**config.mk**
```make
export PLATFORM = sky130hd
export DESIGN_NAME = layer_sequencer
export DESIGN_NICKNAME = d
export VERILOG_FILES = /design/src/rtl/accel_seq_pkg.sv /design/src/rtl/layer_desc_ram.sv /design/src/rtl/layer_sequencer.sv
export SDC_FILE = /design/constraint.sdc
export NUM_CORES = 1
export LEC_CHECK = 0
export CORE_ASPECT_RATIO = 0.5
export CORE_MARGIN = 3
export CORE_UTILIZATION = 50
export CTS_CLUSTER_DIAMETER = 200
export DETAILED_ROUTE_END_ITERATION = 10
export GPL_TIMING_DRIVEN = 0
export PLACE_DENSITY = 0.85
export SYNTH_ARGS = -nofsm -noshare
export SYNTH_HDL_FRONTEND = slang
export SYNTH_SLANG_ARGS = --single-unit
```
**constraint.sdc**
```tcl
create_clock -name i_clk -period 2.5 [get_ports i_clk]
set_input_delay 0.5 -clock i_clk [delete_from_list [all_inputs] [get_ports i_clk]]
set_output_delay 0.5 -clock i_clk [all_outputs]
set_load 0.02 [all_outputs]
```
**src/rtl/accel_seq_pkg.sv**
```systemverilog
// Shared definitions for the network-level layer sequencer.
// Contents: sequencer state enum, descriptor op codes (also used by the
// computation controller decode), error codes, default sizing and a small
// op-code legality helper.
package accel_seq_pkg;

  localparam int unsigned DEF_NUM_LAYERS_MAX = 16;
  localparam int unsigned DEF_TIMEOUT_W      = 24;

  typedef enum logic [2:0] {
    StIdle,
    StFetch,
    StDecode,
    StPause,
    StIssue,
    StWait,
    StNext,
    StError
  } seq_state_t;

  localparam logic [2:0] OP_NONE  = 3'b000;
  localparam logic [2:0] OP_CONV  = 3'b001;
  localparam logic [2:0] OP_DENSE = 3'b010;
  localparam logic [2:0] OP_POOL  = 3'b011;

  localparam logic [1:0] ERR_NONE    = 2'b00;
  localparam logic [1:0] ERR_COUNT   = 2'b01;
  localparam logic [1:0] ERR_OP      = 2'b10;
  localparam logic [1:0] ERR_TIMEOUT = 2'b11;

  // OP_NONE and every 1xx code are illegal inside a descriptor.
  function automatic logic op_is_legal(input logic [2:0] op);
    return (op == OP_CONV) || (op == OP_DENSE) || (op == OP_POOL);
  endfunction

endpackage

```
**src/rtl/layer_desc_ram.sv**
```systemverilog
// Layer descriptor storage: one write port, one registered read port, no reset.
// Ports:
//   i_clk      - clock
//   i_wr_en    - write strobe (already gated by the sequencer)
//   i_wr_addr  - write slot
//   i_wr_data  - descriptor {pause, op[2:0]}
//   i_rd_addr  - read slot
//   o_rd_data  - descriptor at i_rd_addr, one cycle later
module layer_desc_ram #(
  parameter int unsigned DEPTH = 16,
  parameter int unsigned WIDTH = 4,
  localparam int unsigned AW   = $clog2(DEPTH)
) (
  input  logic             i_clk,
  input  logic             i_wr_en,
  input  logic [AW-1:0]    i_wr_addr,
  input  logic [WIDTH-1:0] i_wr_data,
  input  logic [AW-1:0]    i_rd_addr,
  output logic [WIDTH-1:0] o_rd_data
);

  logic [WIDTH-1:0] r_mem [DEPTH];
  logic [WIDTH-1:0] r_rd_data;

  always_ff @(posedge i_clk) begin
    if (i_wr_en) begin
      r_mem[i_wr_addr] <= i_wr_data;
    end
    r_rd_data <= r_mem[i_rd_addr];
  end

  assign o_rd_data = r_rd_data;

endmodule

```
**src/rtl/layer_sequencer.sv**
```systemverilog
// Network-level layer sequencer. Walks a host-loaded descriptor list, issues
// each layer to the computation controller and waits for its done edge.
// Ports:
//   i_clk, i_rst          - clock, asynchronous active-high reset
//   i_desc_wr_*           - descriptor load port (accepted in IDLE/ERROR only)
//   i_num_layers          - layer count, 1..NUM_LAYERS_MAX, sampled on i_run
//   i_timeout_limit       - per-layer watchdog limit, 0 disables
//   i_run/i_resume/i_abort/i_err_clr - host controls
//   i_done                - completion from the computation controller
//   o_comp_sel/o_start_comp - layer op and start pulse to the controller
//   o_busy/o_paused/o_cur_layer/o_seq_done/o_err/o_err_code - host status
module layer_sequencer
  import accel_seq_pkg::*;
#(
  parameter int unsigned NUM_LAYERS_MAX = DEF_NUM_LAYERS_MAX,
  parameter int unsigned TIMEOUT_W      = DEF_TIMEOUT_W,
  localparam int unsigned IDX_W         = $clog2(NUM_LAYERS_MAX),
  localparam int unsigned CNT_W         = IDX_W + 1
) (
  input  logic                 i_clk,
  input  logic                 i_rst,
  input  logic                 i_desc_wr_en,
  input  logic [IDX_W-1:0]     i_desc_wr_addr,
  input  logic [3:0]           i_desc_wr_data,
  input  logic [CNT_W-1:0]     i_num_layers,
  input  logic [TIMEOUT_W-1:0] i_timeout_limit,
  input  logic                 i_run,
  input  logic                 i_resume,
  input  logic                 i_abort,
  input  logic                 i_err_clr,
  input  logic                 i_done,
  output logic [2:0]           o_comp_sel,
  output logic                 o_start_comp,
  output logic                 o_busy,
  output logic                 o_paused,
  output logic [IDX_W-1:0]     o_cur_layer,
  output logic                 o_seq_done,
  output logic                 o_err,
  output logic [1:0]           o_err_code
);

  seq_state_t           r_state, w_state_d;
  logic [CNT_W-1:0]     r_num_layers;
  logic [IDX_W-1:0]     r_layer_idx;
  logic [2:0]           r_op;
  logic [TIMEOUT_W-1:0] r_wdog;
  logic                 r_done_q;
  logic                 r_seq_done;
  logic [1:0]           r_err_code;

  logic [3:0]           w_rd_data;
  logic                 w_busy;
  logic                 w_done_rise;
  logic                 w_last;
  logic                 w_count_ok;
  logic [TIMEOUT_W-1:0] w_wdog_cnt;
  logic                 w_seq_done_d;
  logic [1:0]           w_err_code_d;
  logic                 w_load_count;
  logic                 w_idx_inc;
  logic                 w_op_load;
  logic                 w_wdog_clr;
  logic                 w_wdog_inc;

  assign w_busy      = (r_state != StIdle) && (r_state != StError);
  assign w_done_rise = i_done & ~r_done_q;
  assign w_last      = ({1'b0, r_layer_idx} == (r_num_layers - CNT_W'(1)));
  assign w_count_ok  = (i_num_layers != '0) && (i_num_layers <= CNT_W'(NUM_LAYERS_MAX));
  // Count of the current WAIT cycle; the first WAIT cycle counts as 1.
  assign w_wdog_cnt  = r_wdog + TIMEOUT_W'(1);

  layer_desc_ram #(
    .DEPTH (NUM_LAYERS_MAX),
    .WIDTH (4)
  ) u_desc_ram (
    .i_clk     (i_clk),
    .i_wr_en   (i_desc_wr_en & ~w_busy),
    .i_wr_addr (i_desc_wr_addr),
    .i_wr_data (i_desc_wr_data),
    .i_rd_addr (r_layer_idx),
    .o_rd_data (w_rd_data)
  );

  always_ff @(posedge i_clk or posedge i_rst) begin
    if (i_rst) begin
      r_state <= StIdle;
    end else begin
      r_state <= w_state_d;
    end
  end

  always_comb begin
    w_state_d    = r_state;
    w_seq_done_d = 1'b0;
    w_err_code_d = r_err_code;
    w_load_count = 1'b0;
    w_idx_inc    = 1'b0;
    w_op_load    = 1'b0;
    w_wdog_clr   = 1'b0;
    w_wdog_inc   = 1'b0;
    unique case (r_state)
      StIdle: begin
        if (i_run) begin
          if (w_count_ok) begin
            w_load_count = 1'b1;
            w_state_d    = StFetch;
          end else begin
            w_err_code_d = ERR_COUNT;
            w_state_d    = StError;
          end
        end
      end
      StFetch:  w_state_d = StDecode;
      StDecode: begin
        w_op_load = 1'b1;
        if (!op_is_legal(w_rd_data[2:0])) begin
          w_err_code_d = ERR_OP;
          w_state_d    = StError;
        end else if (w_rd_data[3]) begin
          w_state_d = StPause;
        end else begin
          w_state_d = StIssue;
        end
      end
      StPause: begin
        if (i_resume) w_state_d = StIssue;
      end
      StIssue: begin
        w_wdog_clr = 1'b1;
        w_state_d  = StWait;
      end
      StWait: begin
        w_wdog_inc = 1'b1;
        // A done edge beats a watchdog hit in the same cycle.
        if (w_done_rise) begin
          w_state_d = StNext;
        end else if ((i_timeout_limit != '0) && (w_wdog_cnt == i_timeout_limit)) begin
          w_err_code_d = ERR_TIMEOUT;
          w_state_d    = StError;
        end
      end
      StNext: begin
        if (w_last) begin
          w_seq_done_d = 1'b1;
          w_state_d    = StIdle;
        end else begin
          w_idx_inc = 1'b1;
          w_state_d = StFetch;
        end
      end
      StError: begin
        if (i_err_clr) begin
          w_err_code_d = ERR_NONE;
          w_state_d    = StIdle;
        end
      end
      default: w_state_d = StIdle;
    endcase
    // Abort overrides everything while busy and leaves the error code alone.
    if (i_abort && w_busy) begin
      w_state_d    = StIdle;
      w_seq_done_d = 1'b0;
      w_err_code_d = r_err_code;
    end
  end

  always_ff @(posedge i_clk or posedge i_rst) begin
    if (i_rst) begin
      r_num_layers <= '0;
      r_layer_idx  <= '0;
      r_op         <= OP_NONE;
      r_wdog       <= '0;
      r_done_q     <= 1'b0;
      r_seq_done   <= 1'b0;
      r_err_code   <= ERR_NONE;
    end else begin
      r_done_q   <= i_done;
      r_seq_done <= w_seq_done_d;
      r_err_code <= w_err_code_d;
      if (w_load_count) begin
        r_num_layers <= i_num_layers;
        r_layer_idx  <= '0;
      end else if (w_idx_inc) begin
        r_layer_idx <= r_layer_idx + IDX_W'(1);
      end
      if (w_op_load) r_op <= w_rd_data[2:0];
      if (w_wdog_clr) begin
        r_wdog <= '0;
      end else if (w_wdog_inc) begin
        r_wdog <= w_wdog_cnt;
      end
    end
  end

  assign o_comp_sel   = ((r_state == StIssue) || (r_state == StWait)) ? r_op : OP_NONE;
  assign o_start_comp = (r_state == StIssue);
  assign o_busy       = w_busy;
  assign o_paused     = (r_state == StPause);
  assign o_cur_layer  = r_layer_idx;
  assign o_seq_done   = r_seq_done;
  assign o_err        = (r_state == StError);
  assign o_err_code   = r_err_code;

endmodule

```
==> summary.txt <==
Synth
  – Synthesis warning total: 0
  – Synthesized area per cell: 10.6 µm²
  – Async SR Flop Fraction: 38.7%
  – Seq cells post-synth: 111
  – Top_reg_cell synth: edfxtp_1
  – Post-synthesis sequential area ratio: 52.3%
  – Syn Nets: 603
  – Distinct cells, synth: 59
  – Post-Syn Instances: 555
  – Mapped cell area: 5890 µm²
  – EDFF count, synth: 64

CTS
  – Worst-Skew Late Latency: 0.35 ns
  – Root Buffer: clkbuf_16
  – # hold bufs at CTS: 0
  – CTS tree: built
  – Clock buffer depth: 2
  – CTS sink count: 111
  – Number of CTS-inserted buffers: 9
  – H-tree levels: 3
  – Clk pin slew, worst setup/hold paths: 0.08 ns

Global route
  – First-pass GRT wire length: 22400 µm
  – Global Route Usage Sum: 21.5%
  – Initial antenna violation count: 0
  – Largest net degree at the start of global routing: 33
  – Total congestion overflow: 0
  – Vias in the first global route: 4441

Timing
  – Max Freq: 405 MHz
  – Least-Margin Pin Slew: 0.676 ns
  – Final setup TNS: 0 ns
  – Tcrit/Tclk final: 98.7%
  – Min Hold Slack: 0.407 ns
  – Final worst slack: 0.0332 ns
  – RSZ-0062 raised after global routing: yes
  – Min Clock Period, post-route: 2.47 ns
  – Skew final: 0.00878 ns
  – Relative slew slack: 54.9%
  – Final setup fails: 0
  – Final hold violation count: 0
  – Slew Limit Fails: 0

Worst setup path
  – WP data required: 2.77 ns
  – Nature of the critical path startpoint: register
  – Crit path launch: r_wdog[0]
  – Reg-to-Reg Start: r_wdog[0]
  – WP data arrival: 2.74 ns
  – Crit Path Category: register to register
  – Crit. End Element: register
  – Max FO, Critical Path: 8

Detailed routing
  – Post-DRT Antenna Nets: 0
  – 1st-pass router iterations: 5
  – DR WL/cell: 17.1 µm
  – DRT iter0 DRCs: 271
  – Via count of the routed design: 4609
  – Via-to-Cell Ratio: 5.79
  – Post-Route WL: 13600 µm
  – Post-route DRC: 0

Layout
  – Finished Layout Cells: 796
  – NumNets Final: 681
  – Post-route cell area: 7190 µm²
  – Area growth syn-to-layout: 22.1%
  – Share of post-route cells with drive strength above 1: 12.7%
  – Utilization after layout: 63.9%
  – N_diodes: 0

Die
  – Die Span Y: 82.7 µm
  – Row cnt: 27
  – Die area: 13200 µm²
  – Ports: 59
  – Core footprint: 11200 µm²
  – Die X: 159 µm
  – Starting Density: 52.3%

Placed design
  – PortBufs: 58
  – GP Congestion: 0.947
  – Post-place setup slack: -0.494 ns
  – Placed cells: 773
  – Final HPWL DP: 9690 µm
  – Placed Area: 6690 µm²

Flow run
  – Number of max-cap violations: 0

Pwr
  – VDD IR max: 0.506 mV
  – PwrDens: 815 nW/µm²
  – Pwr Total: 5.86 mW
  – P_leak: 2.64 nW

Min path
  – Type of the tightest min-delay check: input port to async pin

Outcome
  – Status: completed
cell usage after synthesis (all sizes together), types with 2 or more instances:
cell type	number	area (µm²)
and3	4	25.0
dfxtp	4	80.1
and4	4	35.0
nand2	79	297
or4	5	37.5
a22o	2	17.5
or3	6	37.5
nand4	11	83.8
nor2b	5	31.3
a31oi	5	31.3
edfxtp	64	1920
mux2i	25	250
o31ai	8	60.1
mux2	4	45.0
mux4	8	180
clkbuf	25	93.8
ha	3	37.5
a21o	4	30.0
and2	4	25.0
a22oi	4	30.0
a41oi	2	17.5
nand3	15	80.1
nor3	19	100
o211ai	2	15.0
buf	9	50.1
o21ai	36	180
nor2	37	139
nand2b	7	43.8
a221oi	5	43.8
xnor2	32	280
o22ai	4	25.0
xor2	15	131
dfrtp	43	1080
nor4	13	109
a21oi	17	85.1
inv	11	41.3
critical path: stages, from the launching register on:
cell	delay, ns
dfrtp_2	0.42
ha_4	0.20
nand3_4	0.15
or4_1	0.63
xnor2_1	0.19
nor3_1	0.18
and4_1	0.22
nand4_1	0.19
o21ai_1	0.20
timing repair:
item / in CTS / in global routing
pin swaps: 5 / 12
gates resized for setup: 34 / 18
endpoints found under the setup margin: 17 / 14
buffers inserted: 4 / 11
layer usage:
layer	share of wire [%]	wire [µm]	vias to the layer above	GRT usage, %
met5	0	0	-	0
met4	1.6	212	0	5.59
met3	5.4	739	25	4.48
met2	49	6680	168	38.2
met1	44	5980	2222	27.6
li1	-	-	2194	-
power breakdown:
group | switching (mW) | internal (mW)
Combinational | 1.24 | 0.926
Clock | 0.688 | 0.700
Sequential | 0.154 | 2.15
cell usage in the layout (no fill, tap or decap), types with 5 or more instances in the layout:
master,instances
o21ai_0,33
inv_1,10
nor2_1,36
dfrtp_2,7
a31oi_1,5
a221oi_1,5
nand3_1,14
xor2_1,15
or3_1,6
clkdlybuf4s50_1,52
nand4_1,10
clkbuf_2,5
o31ai_1,8
clkbuf_1,10
xnor2_1,31
buf_4,17
edfxtp_1,64
nand2_1,79
nand2b_1,6
mux2i_1,25
nor4_1,9
mux4_2,8
clkbuf_16,9
a21oi_1,17
dfrtp_1,36
nor2b_1,5
nor3_1,17
sequential cells by signal, indices dropped and copies added (netlist names):
signal and count:
r_done_q 1, o_cur_layer 4, u_desc_ram.r_mem 64, r_num_layers 5, r_wdog 24, u_desc_ram.o_rd_data 4, r_op 3, o_seq_done 1
o_err_code 2, r_state 3
layout make-up:
| class | instances | area, µm² |
|---|---|---|
| fill | 896 | 4060 |
| sequential | 111 | 3090 |
| multi-input combinational | 399 | 2710 |
| timing repair buffer | 74 | 712 |
| clock buffer | 9 | 225 |
| tap | 159 | 199 |
| buffer | 27 | 148 |
| clock inverter | 6 | 60.1 |
| inverter | 11 | 41.3 |
cell families after synthesis:
| family | after synthesis | synth area share [%] |
|---|---|---|
| AO/OA/AOI/OAI | 98 | 10.4 |
| adder cells (fa/ha/maj) | 3 | 0.638 |
| flip-flops | 111 | 52.3 |
| AND/OR/NAND/NOR | 214 | 18.5 |
| buffers and inverters | 45 | 3.15 |
| XOR/XNOR | 47 | 6.99 |
| multiplexers | 37 | 8.08 |
final timing paths:
path,slack (ns),endpoint,cells past startpoint
setup / recovery,0.03,o_err_code[1],8
hold / removal,0.41,o_cur_layer[1],2
setup reg to reg,0.03,o_err_code[1],8
hold reg to reg,0.50,r_op[1],1
max in group asynchronous,1.62,r_state[1],3
min in group i_clk,0.50,r_op[1],1
No activity file was read; power rests on OpenSTA's default activity.
